File: config.mk
export PLATFORM = sky130hd
export DESIGN_NAME = wb_traffic_master
export DESIGN_NICKNAME = d
export VERILOG_FILES = /design/src/rtl/wb_traffic_pkg.sv /design/src/rtl/wb_pattern_gen.sv /design/src/rtl/wb_traffic_master.sv
export SDC_FILE = /design/constraint.sdc
export NUM_CORES = 1
export LEC_CHECK = 0
export ABC_AREA = 1
export ABC_CLOCK_PERIOD_IN_PS = 2000
export CAP_MARGIN = 20
export CORE_MARGIN = 5
export CORE_UTILIZATION = 40
export CTS_CLUSTER_SIZE = 14
export DETAILED_ROUTE_END_ITERATION = 10
export GPL_TIMING_DRIVEN = 0
export PLACE_DENSITY_LB_ADDON = 0.25
export SYNTH_ARGS = -nofsm -noshare
export SYNTH_HDL_FRONTEND = slang
export SYNTH_SLANG_ARGS = --single-unit
export TNS_END_PERCENT = 30
File: constraint.sdc
create_clock -name clk -period 2 [get_ports clk]
set_input_delay 0.4 -clock clk [delete_from_list [all_inputs] [get_ports clk]]
set_output_delay 0.4 -clock clk [all_outputs]
set_load 0.05 [all_outputs]
File: src/rtl/wb_traffic_pkg.sv
`default_nettype none
// wb_traffic_pkg -- shared encodings for the Wishbone traffic master.
// Rev 1.0
package wb_traffic_pkg;

  typedef enum logic [1:0] {
    S_IDLE = 2'd0,
    S_REQ  = 2'd1,
    S_WAIT = 2'd2
  } state_t;

  typedef enum logic {
    PH_WRITE = 1'b0,
    PH_READ  = 1'b1
  } phase_t;

  localparam logic [1:0] MODE_WR_RD         = 2'd0;
  localparam logic [1:0] MODE_WR_ALL_RD_ALL = 2'd1;
  localparam logic [1:0] MODE_WR_ONLY       = 2'd2;
  localparam logic [1:0] MODE_RD_ONLY       = 2'd3;

endpackage
`default_nettype wire

File: src/rtl/wb_pattern_gen.sv
`default_nettype none
// wb_pattern_gen -- registered accumulator producing seed + index*PATTERN_INC without a multiplier.
// Rev 1.0
module wb_pattern_gen
  import wb_traffic_pkg::*;
#(
  parameter int                    DATA_WIDTH  = 32,
  parameter logic [DATA_WIDTH-1:0] PATTERN_INC = DATA_WIDTH'(32'h11111111)
) (
  input  logic                  clk,
  input  logic                  rst,
  input  logic                  i_load,
  input  logic                  i_reload,
  input  logic                  i_step,
  input  logic [DATA_WIDTH-1:0] i_seed,
  output logic [DATA_WIDTH-1:0] o_pattern
);

  logic [DATA_WIDTH-1:0] r_seed;
  logic [DATA_WIDTH-1:0] r_acc;

  // The seed is kept so the read phase of a write-all/read-all run can rewind to index 0.
  always_ff @(posedge clk) begin
    if (rst) begin
      r_seed <= '0;
      r_acc  <= '0;
    end else if (i_load) begin
      r_seed <= i_seed;
      r_acc  <= i_seed;
    end else if (i_reload) begin
      r_acc <= r_seed;
    end else if (i_step) begin
      r_acc <= r_acc + PATTERN_INC;
    end
  end

  assign o_pattern = r_acc;

endmodule
`default_nettype wire

File: src/rtl/wb_traffic_master.sv
`default_nettype none
// wb_traffic_master -- Wishbone classic-cycle master running patterned write/read traffic,
// counting slave errors, timeouts and readback mismatches without stopping. Rev 1.0
module wb_traffic_master
  import wb_traffic_pkg::*;
#(
  parameter int                    DATA_WIDTH     = 32,
  parameter int                    ADDR_WIDTH     = 32,
  parameter logic [ADDR_WIDTH-1:0] BASE_ADDRESS   = '0,
  parameter int                    DATA_COUNT     = 16,
  parameter logic [ADDR_WIDTH-1:0] ADDR_STRIDE    = ADDR_WIDTH'(1),
  parameter logic [DATA_WIDTH-1:0] PATTERN_INC    = DATA_WIDTH'(32'h11111111),
  parameter int                    TIMEOUT_CYCLES = 255
) (
  input  logic                          clk,
  input  logic                          rst,
  input  logic                          start,
  input  logic [1:0]                    mode,
  input  logic [DATA_WIDTH-1:0]         seed,
  output logic                          busy,
  output logic                          done,
  output logic [15:0]                   err_cnt,
  output logic [$clog2(DATA_COUNT)-1:0] first_err_idx,
  output logic                          timeout,
  output logic                          cyc_o,
  output logic                          stb_o,
  output logic                          we_o,
  output logic [ADDR_WIDTH-1:0]         adr_o,
  output logic [DATA_WIDTH-1:0]         dat_o,
  input  logic [DATA_WIDTH-1:0]         dat_i,
  input  logic                          ack_i,
  input  logic                          err_i
);

  localparam int             IDX_W    = $clog2(DATA_COUNT);
  localparam logic [IDX_W-1:0] LAST_IDX = IDX_W'(DATA_COUNT - 1);
  localparam int             TO_W     = (TIMEOUT_CYCLES > 1) ? $clog2(TIMEOUT_CYCLES) : 1;
  localparam logic [TO_W-1:0] TO_LAST = TO_W'(TIMEOUT_CYCLES - 1);
  localparam bit             TMO_EN   = (TIMEOUT_CYCLES != 0);

  state_t                r_state;
  state_t                w_state_nxt;
  phase_t                r_phase;
  phase_t                w_phase_nxt;
  logic                  r_start_q;
  logic [1:0]            r_mode;
  logic [IDX_W-1:0]      r_idx;
  logic [ADDR_WIDTH-1:0] r_addr_acc;
  logic [TO_W-1:0]       r_wait_cnt;
  logic [DATA_WIDTH-1:0] w_pat;

  logic w_fall;
  logic w_tmo;
  logic w_term;
  logic w_mismatch;
  logic w_err_evt;
  logic w_last;
  logic w_start_run;
  logic w_step;
  logic w_rewind;
  logic w_finish;

  assign w_fall     = !start && r_start_q;
  assign w_last     = (r_idx == LAST_IDX);
  assign w_tmo      = (r_state == S_WAIT) && !ack_i && !err_i && TMO_EN && (r_wait_cnt == TO_LAST);
  assign w_term     = ((r_state == S_WAIT) && (ack_i || err_i)) || w_tmo;
  assign w_mismatch = (r_phase == PH_READ) && ack_i && !err_i && (dat_i != w_pat);
  assign w_err_evt  = (r_state == S_WAIT) && (err_i || w_tmo || w_mismatch);

  always_ff @(posedge clk) begin
    if (rst) begin
      r_state <= S_IDLE;
    end else begin
      r_state <= w_state_nxt;
    end
  end

  always_comb begin
    w_state_nxt = r_state;
    w_phase_nxt = r_phase;
    w_start_run = 1'b0;
    w_step      = 1'b0;
    w_rewind    = 1'b0;
    w_finish    = 1'b0;
    case (r_state)
      S_IDLE: begin
        if (w_fall) begin
          w_start_run = 1'b1;
          w_state_nxt = S_REQ;
        end
      end
      S_REQ: begin
        w_state_nxt = S_WAIT;
      end
      S_WAIT: begin
        if (w_term) begin
          w_state_nxt = S_REQ;
          case (r_mode)
            MODE_WR_RD: begin
              if (r_phase == PH_WRITE) begin
                w_phase_nxt = PH_READ;
              end else if (w_last) begin
                w_finish = 1'b1;
              end else begin
                w_step      = 1'b1;
                w_phase_nxt = PH_WRITE;
              end
            end
            MODE_WR_ALL_RD_ALL: begin
              if (!w_last) begin
                w_step = 1'b1;
              end else if (r_phase == PH_WRITE) begin
                w_rewind    = 1'b1;
                w_phase_nxt = PH_READ;
              end else begin
                w_finish = 1'b1;
              end
            end
            default: begin
              if (w_last) begin
                w_finish = 1'b1;
              end else begin
                w_step = 1'b1;
              end
            end
          endcase
          if (w_finish) begin
            w_state_nxt = S_IDLE;
          end
        end
      end
      default: begin
        w_state_nxt = S_IDLE;
      end
    endcase
  end

  always_ff @(posedge clk) begin
    if (rst) begin
      r_start_q     <= 1'b0;
      r_mode        <= '0;
      r_phase       <= PH_WRITE;
      r_idx         <= '0;
      r_addr_acc    <= '0;
      r_wait_cnt    <= '0;
      busy          <= 1'b0;
      done          <= 1'b0;
      err_cnt       <= '0;
      first_err_idx <= '0;
      timeout       <= 1'b0;
      cyc_o         <= 1'b0;
      stb_o         <= 1'b0;
      we_o          <= 1'b0;
      adr_o         <= '0;
      dat_o         <= '0;
    end else begin
      r_start_q <= start;

      if (w_start_run) begin
        r_mode        <= mode;
        r_phase       <= (mode == MODE_RD_ONLY) ? PH_READ : PH_WRITE;
        r_idx         <= '0;
        r_addr_acc    <= BASE_ADDRESS;
        busy          <= 1'b1;
        done          <= 1'b0;
        err_cnt       <= '0;
        first_err_idx <= '0;
        timeout       <= 1'b0;
      end else begin
        r_phase <= w_phase_nxt;
        if (w_step) begin
          r_idx      <= r_idx + IDX_W'(1);
          r_addr_acc <= r_addr_acc + ADDR_STRIDE;
        end else if (w_rewind) begin
          r_idx      <= '0;
          r_addr_acc <= BASE_ADDRESS;
        end
      end

      if (r_state == S_REQ) begin
        adr_o      <= r_addr_acc;
        we_o       <= (r_phase == PH_WRITE);
        cyc_o      <= 1'b1;
        stb_o      <= 1'b1;
        r_wait_cnt <= '0;
        if (r_phase == PH_WRITE) begin
          dat_o <= w_pat;
        end
      end else if (r_state == S_WAIT) begin
        if (w_term) begin
          cyc_o <= 1'b0;
          stb_o <= 1'b0;
          we_o  <= 1'b0;
        end else begin
          r_wait_cnt <= r_wait_cnt + TO_W'(1);
        end
      end

      // err_cnt is cleared at run start, so zero means this is the run's first error.
      if (w_err_evt) begin
        if (err_cnt != 16'hFFFF) begin
          err_cnt <= err_cnt + 16'd1;
        end
        if (err_cnt == 16'd0) begin
          first_err_idx <= r_idx;
        end
      end
      if (w_tmo) begin
        timeout <= 1'b1;
      end

      if (w_finish) begin
        busy <= 1'b0;
        done <= 1'b1;
      end
    end
  end

  wb_pattern_gen #(
    .DATA_WIDTH (DATA_WIDTH),
    .PATTERN_INC(PATTERN_INC)
  ) u_pattern_gen (
    .clk      (clk),
    .rst      (rst),
    .i_load   (w_start_run),
    .i_reload (w_rewind),
    .i_step   (w_step),
    .i_seed   (seed),
    .o_pattern(w_pat)
  );

endmodule
`default_nettype wire

==> results of run 1 <==
[layout make-up]
cell class	instances	area (um^2)
clock buffers	35	712
plain buffers	83	541
multi-input cells	1210	6170
repair buffers	196	1870
flip-flops and latches	203	4090
inverters	222	876
clock inverters	9	115
fillers	2791	12800
well taps	378	473
[flip-flops by register name (all words and copies together) (netlist names)]
name	flops
r_phase	1
r_state	2
r_addr_acc	32
dat_o	32
first_err_idx	4
r_mode	2
err_cnt	16
r_start_q	1
u_pattern_gen.o_pattern	32
u_pattern_gen.r_seed	32
busy	1
stb_o	1
done	1
r_wait_cnt	8
timeout	1
we_o	1
r_idx	4
adr_o	32
[per-layer routing]
metal  global-route usage (%)  vias to the layer above
met5                        0                        -
met4                     7.12                        2
met3                     4.81                       83
met2                     39.7                      514
met1                     33.4                     5725
li1                         -                     6051
[cells in the final DEF, fill, tap and decap left out, drive strengths merged, types with 18 or more instances in the layout]
cell type and count:
nor2 152, nand4 27, nor3 31, nand3 124, o21ai 165, buf 67, a21oi 204, clkdlybuf4s50 70
clkbuf 88, xnor2 18, dfxtp 203, nand2 416, inv 218, dlygate4sd2 86
[cells in the mapped netlist, drive strengths merged (6+ instances only)]
cell    count  share of area [%]
o211ai      7               0.47
xor2       15                1.2
a21oi     204                9.2
nand3     124                5.7
nand2     416                 14
ha         11                1.2
clkbuf     51                1.8
o22ai      17               0.96
or2         6               0.34
dfxtp     203                 37
xnor2      18                1.4
o21ai     165                7.5
inv       218                7.4
buf        36                2.0
nor3       31                1.6
nand4      27                1.5
nor2      152                5.4
[power groups by stage]
| stage | sequential, mW | clock, mW | combinational (mW) |
|---|---|---|---|
| 3_5_place_dp | 5.26 | 0 | 6.03 |
| 5_1_grt | 5.31 | 4.79 | 7.00 |
| 4_1_cts | 5.18 | 4.63 | 6.31 |
| 2_1_floorplan | 6.83 | 0 | 2.36 |
| 3_3_place_gp | 5.26 | 0 | 5.98 |
| 6_report | 5.22 | 4.57 | 6.51 |
[cells by family (layout without fill, tap and decap cells)]
group,count (synthesis),after routing,share of synthesized area [%]
AND/OR/NAND/NOR,762,762,29.4
AO/OA/AOI/OAI,404,404,18.9
buffers and inverters,309,545,11.4
flip-flops,203,203,36.6
XOR/XNOR,33,33,2.60
adder cells (fa/ha/maj),11,11,1.24
[worst min-delay path, delay by kind of cell]
| kind | cells | cell delay [ns] |
|---|---|---|
| AO/OA/AOI/OAI | 1 | 0.06 |
| buffers and inverters | 1 | 0.39 |
| AND/OR/NAND/NOR | 1 | 0.08 |
[metrics by stage]
stage	util [%]	total power [mW]	setup slack [ns]	hold slack, ns
after detailed placement	47.7	11.3	-0.932	0.450
after global placement	47.7	11.2	-0.916	0.445
after global routing	53.7	17.1	-0.0388	0.470
after floorplan	-	9.19	0.0672	0.442
final	53.7	16.3	0.0293	0.461
after CTS	52.7	16.1	-0.0829	0.441
[how the worst max path moves through the flow]
stage / startpoint / end / depth (start not counted)
floorplan: err_cnt[3] / err_cnt[0] / 9
global placement: start / u_pattern_gen.o_pattern[13] / 7
detailed placement: start / u_pattern_gen.o_pattern[12] / 7
CTS: r_state[0] / u_pattern_gen.o_pattern[28] / 15
global route: r_state[0] / u_pattern_gen.o_pattern[22] / 15
finish: ack_i / u_pattern_gen.o_pattern[22] / 13
[timing repair]
action | in CTS | in global routing
gates resized for setup | 224 | 99
hold endpoints to repair | 0 | 0
gates cloned | 5 | 1
pin swaps | 15 | 9
endpoints found under the setup margin | 226 | 145
buffers inserted | 21 | 11
==> reports/results.tsv, run 1 <==
stage	metric	value	unit
setup_path	crit_top_cell	buf_12	
global_route	grt_pass1_vias	11546	
clock_network	clk_pin_slew	0.06	ns
sta	period_share	98.5	%
sta	worstMarginPinSlew	0.682	ns
clock_network	tritoncts	done	
drt	wl_met2	17800	um
power_and_ir_drop	switching_share	41.6	%
min_path	whs_endpoint	u_pattern_gen.r_seed[12]	
sta	rsz0062_at_grt	yes	
logic_synthesis	yosysWarnings	0	
setup_path	reg2reg_depth	15	
sta	hold_viol	0	
logic_synthesis	synth_fp_nets	1804	
logic_synthesis	syn_area	0.0111	mm^2
placement	port-buffer-count	160	
global_route	antenna_found_initial	1	
drt	final_antenna_net_count	0	
drt	drt_wl_total	39800	um
status	status	complete, no violations	
sta	period_needed	1.97	ns
sta	slew_viol_final	0	
global_route	grt_max_degree	14	
power_and_ir_drop	peakVddDrop	0.000832	V
final_layout	fin_nets	2022	
power_and_ir_drop	clockPowerShare	28.0	%
drt	top_layer_used	met5	
final_layout	area_growth	33.5	%
drt	drc	0	
placement	dp_cells	2260	
sta	setup_viol	0	
power_and_ir_drop	switching_power	6.78	mW
setup_path	regToRegStartpoint	r_state[0]	
floorplan	dieArea	0.0312	mm^2
clock_network	cts_sinks	203	
drt	via_per_inst	5.30	
sta	maxSlewHeadroom	54.5	%
drt	drtIter0Drc	985	
min_path	whs_path_depth	3	
setup_path	cpMaxStageDelayCell	clkdlybuf4s50_1	
final_layout	stdcell_area	0.0148	mm^2
setup_path	rrSetupSlack	0.06	ns
setup_path	critPathCaptureType	flip-flop	
sta	setup_tns	0	ns
clock_network	cts_buffers	24	
logic_synthesis	ys_ff_latch	203	
drt	wl_per_cell	17.0	um
floorplan	ios	161	
setup_path	critical_path_arrival	2.38	ns
floorplan	die_w	177	um
power_and_ir_drop	power_density	1100	mW/mm^2
logic_synthesis	syn_avg_cell_area	6.46	um^2
final_layout	drive_above_1_share	13.6	%
global_route	grt.overflow.total	0	
floorplan	initial_core_util	40.2	%
floorplan	die_h	177	um
floorplan	rows	61	
setup_path	worstPathCellList	clkdlybuf4s50_1 > nor2_1 > nand3_2 > o21ai_4 > nand2_2 > nand2_4 > inv_8 > nand2_8 > buf_12 > inv_16 > buf_12 > nor2_4 > a21oi_2	
global_route	grt_pass1_wl	61900	um
placement	dpl_cell_area	0.0132	mm^2
setup_path	path_class	in -> reg	
logic_synthesis	synth_edf_count	0	
placement	dp_hpwl	29200	um
run	drv_cap	0	
setup_path	crit_buf_inv	5	
min_path	hold_class	in -> reg	
power_and_ir_drop	p_int	9.52	mW
sta	finClkSkew	0.0193	ns
floorplan	core-area	0.0276	mm^2
logic_synthesis	netlist_instances	1722	
final_layout	antennaDiodeCount	0	
clock_network	insertion_delay	0.54	ns
setup_path	timing.rr.end	u_pattern_gen.o_pattern[22]	
drt	drtPass1Iterations	6	
setup_path	critPathLaunchType	input port	
power_and_ir_drop	combPwrFrac	39.9	%
logic_synthesis	async_reset_ff_share	0	%
clock_network	h-tree-depth	1	
placement	routabilityCongestion	0.951	
clock_network	ctsHoldBuffers	0	
global_route	grtUsageTotal	24.5	%
drt	via_count	12375	
clock_network	clockBufferDepth	3	
drt	dr_wl_met3	3480	um
power_and_ir_drop	p_leak	6.57	nW
setup_path	cpLargestDelayFamily	simple AND/OR/NAND/NOR gates	
logic_synthesis	synth_cell_types	44	
setup_path	required	2.41	ns
drt	met1Wirelength	17200	um
logic_synthesis	synth-seq-area-share	36.6	%
setup_path	cpPeakStageDelay	0.49	ns
setup_path	cp_max_fo	6	
power_and_ir_drop	seqPwrFrac	32.0	%
min_path	worstHoldStart	seed[12]	
logic_synthesis	ys.flop_type	dfxtp_1	
sta	max_freq	0.507	GHz
clock_network	cts_root_buffer	clkbuf_16	
final_layout	layout.cells.non_filler	2336	
Power figures use the tool's default switching activity.
==> run 2: changes to the inputs <==
Settings changed: ABC_CLOCK_PERIOD_IN_PS 2000 to 2200.
Clock period 2 ns to 2.2 ns, I/O delays scaled along.
==> run 2 against run 1 <==
  * Routed wire length down 1.7%
  * Global-route usage down 0.74 points
  * Final cell count down 0.77%
  * Combinational power down 11%
  * Worst hold slack worse by 0.0013 ns
  * Flip-flop and latch count unchanged
  * Critical path depth up 1
  * Core utilization down 1.7 points
  * First-iteration DRC count up 3.1%
  * Critical path type is now reg -> reg
  * Power down 9.8%
==> reports/results.tsv, run 2 (synthesis results as in run 1) <==
stage	metric	value	unit
sta	maxSlewHeadroom	57.4	%
run	drv_cap	0	
floorplan	ios	161	
clock_network	cts_root_buffer	clkbuf_16	
placement	port-buffer-count	160	
sta	setup_viol	0	
drt	via_per_inst	5.26	
drt	drtPass1Iterations	6	
sta	worstMarginPinSlew	0.639	ns
power_and_ir_drop	power_density	1020	mW/mm^2
placement	dp_hpwl	29200	um
final_layout	area_growth	29.3	%
sta	rsz0062_at_grt	yes	
clock_network	clk_pin_slew	0.06	ns
final_layout	drive_above_1_share	9.18	%
sta	period_needed	2.16	ns
drt	via_count	12185	
sta	finClkSkew	0.0214	ns
clock_network	insertion_delay	0.54	ns
drt	drc	0	
placement	dpl_cell_area	0.0132	mm^2
global_route	antenna_found_initial	1	
final_layout	final_cell_mix	nand2_1 (407), inv_1 (206), a21oi_1 (202)	
global_route	grt_max_degree	20	
final_layout	layout_commonest_cell	nand2_1	
setup_path	required	2.64	ns
setup_path	reg2reg_depth	14	
drt	wl_per_cell	16.9	um
placement	routabilityCongestion	0.951	
final_layout	fin_nets	2004	
setup_path	regToRegStartpoint	r_idx[0]	
clock_network	ctsHoldBuffers	0	
drt	drtIter0Drc	1016	
clock_network	cts_buffers	24	
floorplan	die_h	177	um
setup_path	path_class	reg -> reg	
setup_path	cp_max_fo	7	
floorplan	dieArea	0.0312	mm^2
floorplan	rows	61	
clock_network	tritoncts	done	
clock_network	cts_sinks	203	
floorplan	die_w	177	um
status	status	complete, no violations	
drt	drt_wl_total	39100	um
setup_path	critPathLaunchType	flip-flop	
sta	max_freq	0.462	GHz
global_route	grt.overflow.total	0	
global_route	grt_pass1_vias	11247	
power_and_ir_drop	peakVddDrop	0.000771	V
sta	hold_viol	0	
final_layout	stdcell_area	0.0144	mm^2
sta	slew_viol_final	0	
floorplan	initial_core_util	40.2	%
sta	period_share	98.3	%
setup_path	critical_path_arrival	2.61	ns
setup_path	cp-startpoint	r_idx[0]	
placement	dp_slack	-0.772	ns
final_layout	fillers	2847	
setup_path	rrSetupSlack	0.04	ns
setup_path	timing.rr.end	u_pattern_gen.o_pattern[7]	
setup_path	critPathCaptureType	flip-flop	
clock_network	h-tree-depth	1	
min_path	hold_class	reg -> reg	
clock_network	clockBufferDepth	3	
global_route	grt_pass1_wl	60300	um
global_route	grtUsageTotal	23.8	%
sta	fin_ws	0.0368	ns
setup_path	endpoint	u_pattern_gen.o_pattern[7]	
floorplan	core-area	0.0276	mm^2
final_layout	antennaDiodeCount	0	
power_and_ir_drop	p_leak	6.17	nW
drt	final_antenna_net_count	0	
## run 2: changes by cell type in the layout (fill, tap and decap cells not counted), sizes merged
| cell | change |
|---|---|
| clkinvlp | -2 |
| clkinv | +2 |
| dlymetal6s2s | +5 |
| dlygate4sd2 | -67 |
| clkdlybuf4s15 | -3 |
| buf | -25 |
| clkdlybuf4s50 | +65 |
| clkbuf | +7 |
## run 2: worst max-delay path, cell delays in order, from the launching register on
cell and delay [ns]:
dfxtp_2 0.38, ha_1 0.22, nand3_2 0.19, o21ai_0 0.19, inv_1 0.14, nand2_4 0.12, nand2_4 0.07, inv_8 0.09
nand2_8 0.09, buf_4 0.15, buf_4 0.13, o21ai_0 0.14, inv_1 0.05, nand2_1 0.05, inv_1 0.03
## run 2: power breakdown
part           switching, mW  internal, mW  total, mW
Clock                   1.67          2.49       4.16
Combinational           3.94          1.87       5.81
Sequential             0.417          4.32       4.74
Total                   6.03          8.68       14.7
## run 2: repair_timing
item	4_1_cts	5_1_grt
buffers inserted	1	12
setup endpoints to repair	104	124
endpoints found under the hold margin	0	0
gates cloned	0	2
pin swaps	1	5
resized for setup	35	85
## run 2: metrics by stage
stage               hold WS, ns  instances  setup TNS, ns  utilization (%)  total power, mW
floorplan                 0.442       1722              0                -             8.35
global placement          0.445       2260         -62.75             47.7             10.2
detailed placement        0.450       2260         -66.57             47.7             10.3
CTS                       0.461       2304              0             50.8             14.4
global route              0.482       2318         -0.296             52.0             15.4
finish                    0.460       2318              0             52.0             14.7
## run 2: how the worst min path moves through the flow
stage | from | endpoint | slack (ns) | cells after the start
2_1_floorplan | u_pattern_gen.r_seed[28] | u_pattern_gen.r_seed[28] | 0.44 | 2
3_3_place_gp | timeout | timeout | 0.45 | 2
3_5_place_dp | timeout | timeout | 0.45 | 2
4_1_cts | u_pattern_gen.r_seed[29] | u_pattern_gen.r_seed[29] | 0.46 | 2
5_1_grt | u_pattern_gen.r_seed[12] | u_pattern_gen.r_seed[12] | 0.48 | 2
6_report | timeout | timeout | 0.46 | 2
## run 2: cell type report
| class | count | area [um^2] | share of cell area, % |
|---|---|---|---|
| buffer | 86 | 497 | 3.46 |
| clock buffer | 35 | 712 | 4.95 |
| clock inverter | 9 | 115 | 0.801 |
| inverter | 222 | 861 | 5.99 |
| multi-input combinational | 1210 | 5910 | 41.1 |
| sequential | 203 | 4070 | 28.3 |
| tap | 378 | 473 | 3.29 |
| timing repair buffer | 175 | 1730 | 12.1 |
## run 2: metal layers
metal / vias to the layer above / GRT usage [%] / share of wire, %
met3: 83 / 4.25 / 8.0
met4: 2 / 6.35 / 3.1
met5: - / 0 / 0.033
met1: 5604 / 33.1 / 44
met2: 487 / 38.3 / 45
li1: 6009 / - / -
==> run 3: changes to the inputs <==
Settings changed: MAX_ROUTING_LAYER set to met4.
==> run 3 against run 2 <==
  * Die area unchanged
  * Clock-buffer cell count down 2
  * Critical endpoint is now r_mode[1]
  * The flow now finishes with violations (setup timing)
  * Routed wire length up 0.32%
  * Global-route usage up 1.3 points
  * Worst hold slack better by 0.0071 ns
  * First-iteration DRC count up 3.6%
  * Combinational power down 3%
  * Register-to-register slack better by 0.03 ns
  * Critical path depth down 8
  * Clock power about the same
  * Highest routed layer is now met4
  * Via count about the same
  * Largest cell class unchanged
==> reports/results.tsv, run 3 (synthesis results as in run 1) <==
stage	metric	value	unit
status	status	finished with violations	
status	violations	setup timing	
setup_path	cpMaxStageDelayCell	clkdlybuf4s50_1	
drt	drtIter0Drc	1053	
floorplan	die_w	177	um
global_route	grt_pass1_vias	11352	
clock_network	clockBufferDepth	3	
setup_path	path_class	in -> reg	
setup_path	critical_path_arrival	2.67	ns
floorplan	dieArea	0.0312	mm^2
setup_path	cp_max_fo	10	
sta	fin_ws	-0.00762	ns
sta	period_share	100	%
sta	slew_viol_final	0	
power_and_ir_drop	total_power	14.6	mW
final_layout	drive_above_1_share	8.34	%
placement	routabilityCongestion	1.01	
placement	dp_hpwl	29700	um
drt	final_antenna_net_count	0	
setup_path	worstPathCellList	clkdlybuf4s50_1 > inv_1 > buf_1 > clkbuf_1 > o21ai_0 > a21oi_1	
run	drv_cap	0	
clock_network	insertion_delay	0.54	ns
sta	period_needed	2.21	ns
power_and_ir_drop	p_leak	6.07	nW
sta	maxSlewHeadroom	57.5	%
floorplan	die_h	177	um
global_route	grtUsageTotal	25.1	%
floorplan	initial_core_util	40.2	%
drt	via_count	12178	
drt	drt_wl_total	39200	um
min_path	hold_class	reg -> reg	
setup_path	critPathLaunchType	input port	
drt	drc	0	
sta	hold_slack	0.467	ns
clock_network	h-tree-depth	1	
power_and_ir_drop	power_density	1020	mW/mm^2
power_and_ir_drop	peakVddDrop	0.000725	V
sta	hold_viol	0	
final_layout	layout.cells.non_filler	2309	
clock_network	clk_pin_slew	0.06	ns
clock_network	cts_sinks	203	
final_layout	fin_nets	1995	
global_route	grt_pass1_wl	61800	um
floorplan	rows	61	
clock_network	tritoncts	done	
floorplan	ios	161	
sta	rsz0062_at_grt	yes	
final_layout	area_growth	27.9	%
drt	wl_per_cell	17.0	um
setup_path	critPathCaptureType	flip-flop	
clock_network	cts_buffers	24	
setup_path	cp-startpoint	rst	
clock_network	cts_root_buffer	clkbuf_16	
sta	finClkSkew	0.0156	ns
final_layout	layout_commonest_cell	nand2_1	
placement	port-buffer-count	160	
global_route	grt.overflow.total	0	
placement	dp_cells	2260	
min_path	worstHoldStart	u_pattern_gen.r_seed[11]	
drt	drtPass1Iterations	6	
drt	via_per_inst	5.27	
sta	max_freq	0.453	GHz
floorplan	core-area	0.0276	mm^2
sta	setup_tns	-0.0149	ns
sta	worstMarginPinSlew	0.638	ns
setup_path	required	2.66	ns
global_route	antenna_found_initial	1	
setup_path	regToRegStartpoint	r_state[0]	
setup_path	cpPeakStageDelay	0.53	ns
final_layout	final_cell_mix	nand2_1 (409), inv_1 (207), a21oi_1 (204)	
global_route	grt_max_degree	20	
sta	setup_viol	2	
run 3: cell type report:
class	instances	area, um^2
diodes	1	2.50
plain buffers	85	489
clock buffers	33	714
clock inverters	10	115
fillers	2829	13400
inverters	222	855
multi-input cells	1210	5860
flip-flops and latches	203	4070
well taps	378	473
repair buffers	167	1640
run 3: critical path, delay by kind of cell:
kind	cells	cell delay (ns)
AO/OA/AOI/OAI	2	0.35
buffers and inverters	4	1.88
run 3: repair_timing:
item,CTS,global route
gates cloned,0,0
pin swaps,0,2
buffers inserted,1,6
gates resized for setup,33,63
setup endpoints to repair,103,103
hold buffers,0,0
run 3: report_power, final:
part	switching [mW]	internal, mW	total, mW
Combinational	3.87	1.79	5.66
Sequential	0.432	4.32	4.75
Clock	1.65	2.50	4.15
Total	5.95	8.61	14.6
run 3: path summary, 6_finish.rpt:
check                                end  slack (ns)  depth (start not counted)
min             u_pattern_gen.r_seed[11]        0.47                          2
max                            r_mode[1]      -0.008                          6
min reg2reg     u_pattern_gen.r_seed[11]        0.47                          2
max reg2reg  u_pattern_gen.o_pattern[26]        0.07                         15
run 3: through the flow:
| stage | area [um^2] | util (%) | setup slack (ns) |
|---|---|---|---|
| after floorplan | 11100 | - | 0.267 |
| after global placement | 13200 | 47.7 | -0.757 |
| after detailed placement | 13200 | 47.7 | -0.853 |
| after CTS | 14000 | 50.8 | 0.000595 |
| after global routing | 14200 | 51.4 | -0.0705 |
| final | 14200 | 51.4 | -0.00762 |
run 3: routing by layer:
layer	routed length, um	share of wire, %	vias to the layer above	global-route usage [%]
met1	17400	44	5644	34.1
li1	-	-	5998	-
met3	3010	7.7	68	3.82
met4	1060	2.7	0	6.42
met5	0	0	-	-
met2	17700	45	468	39.5
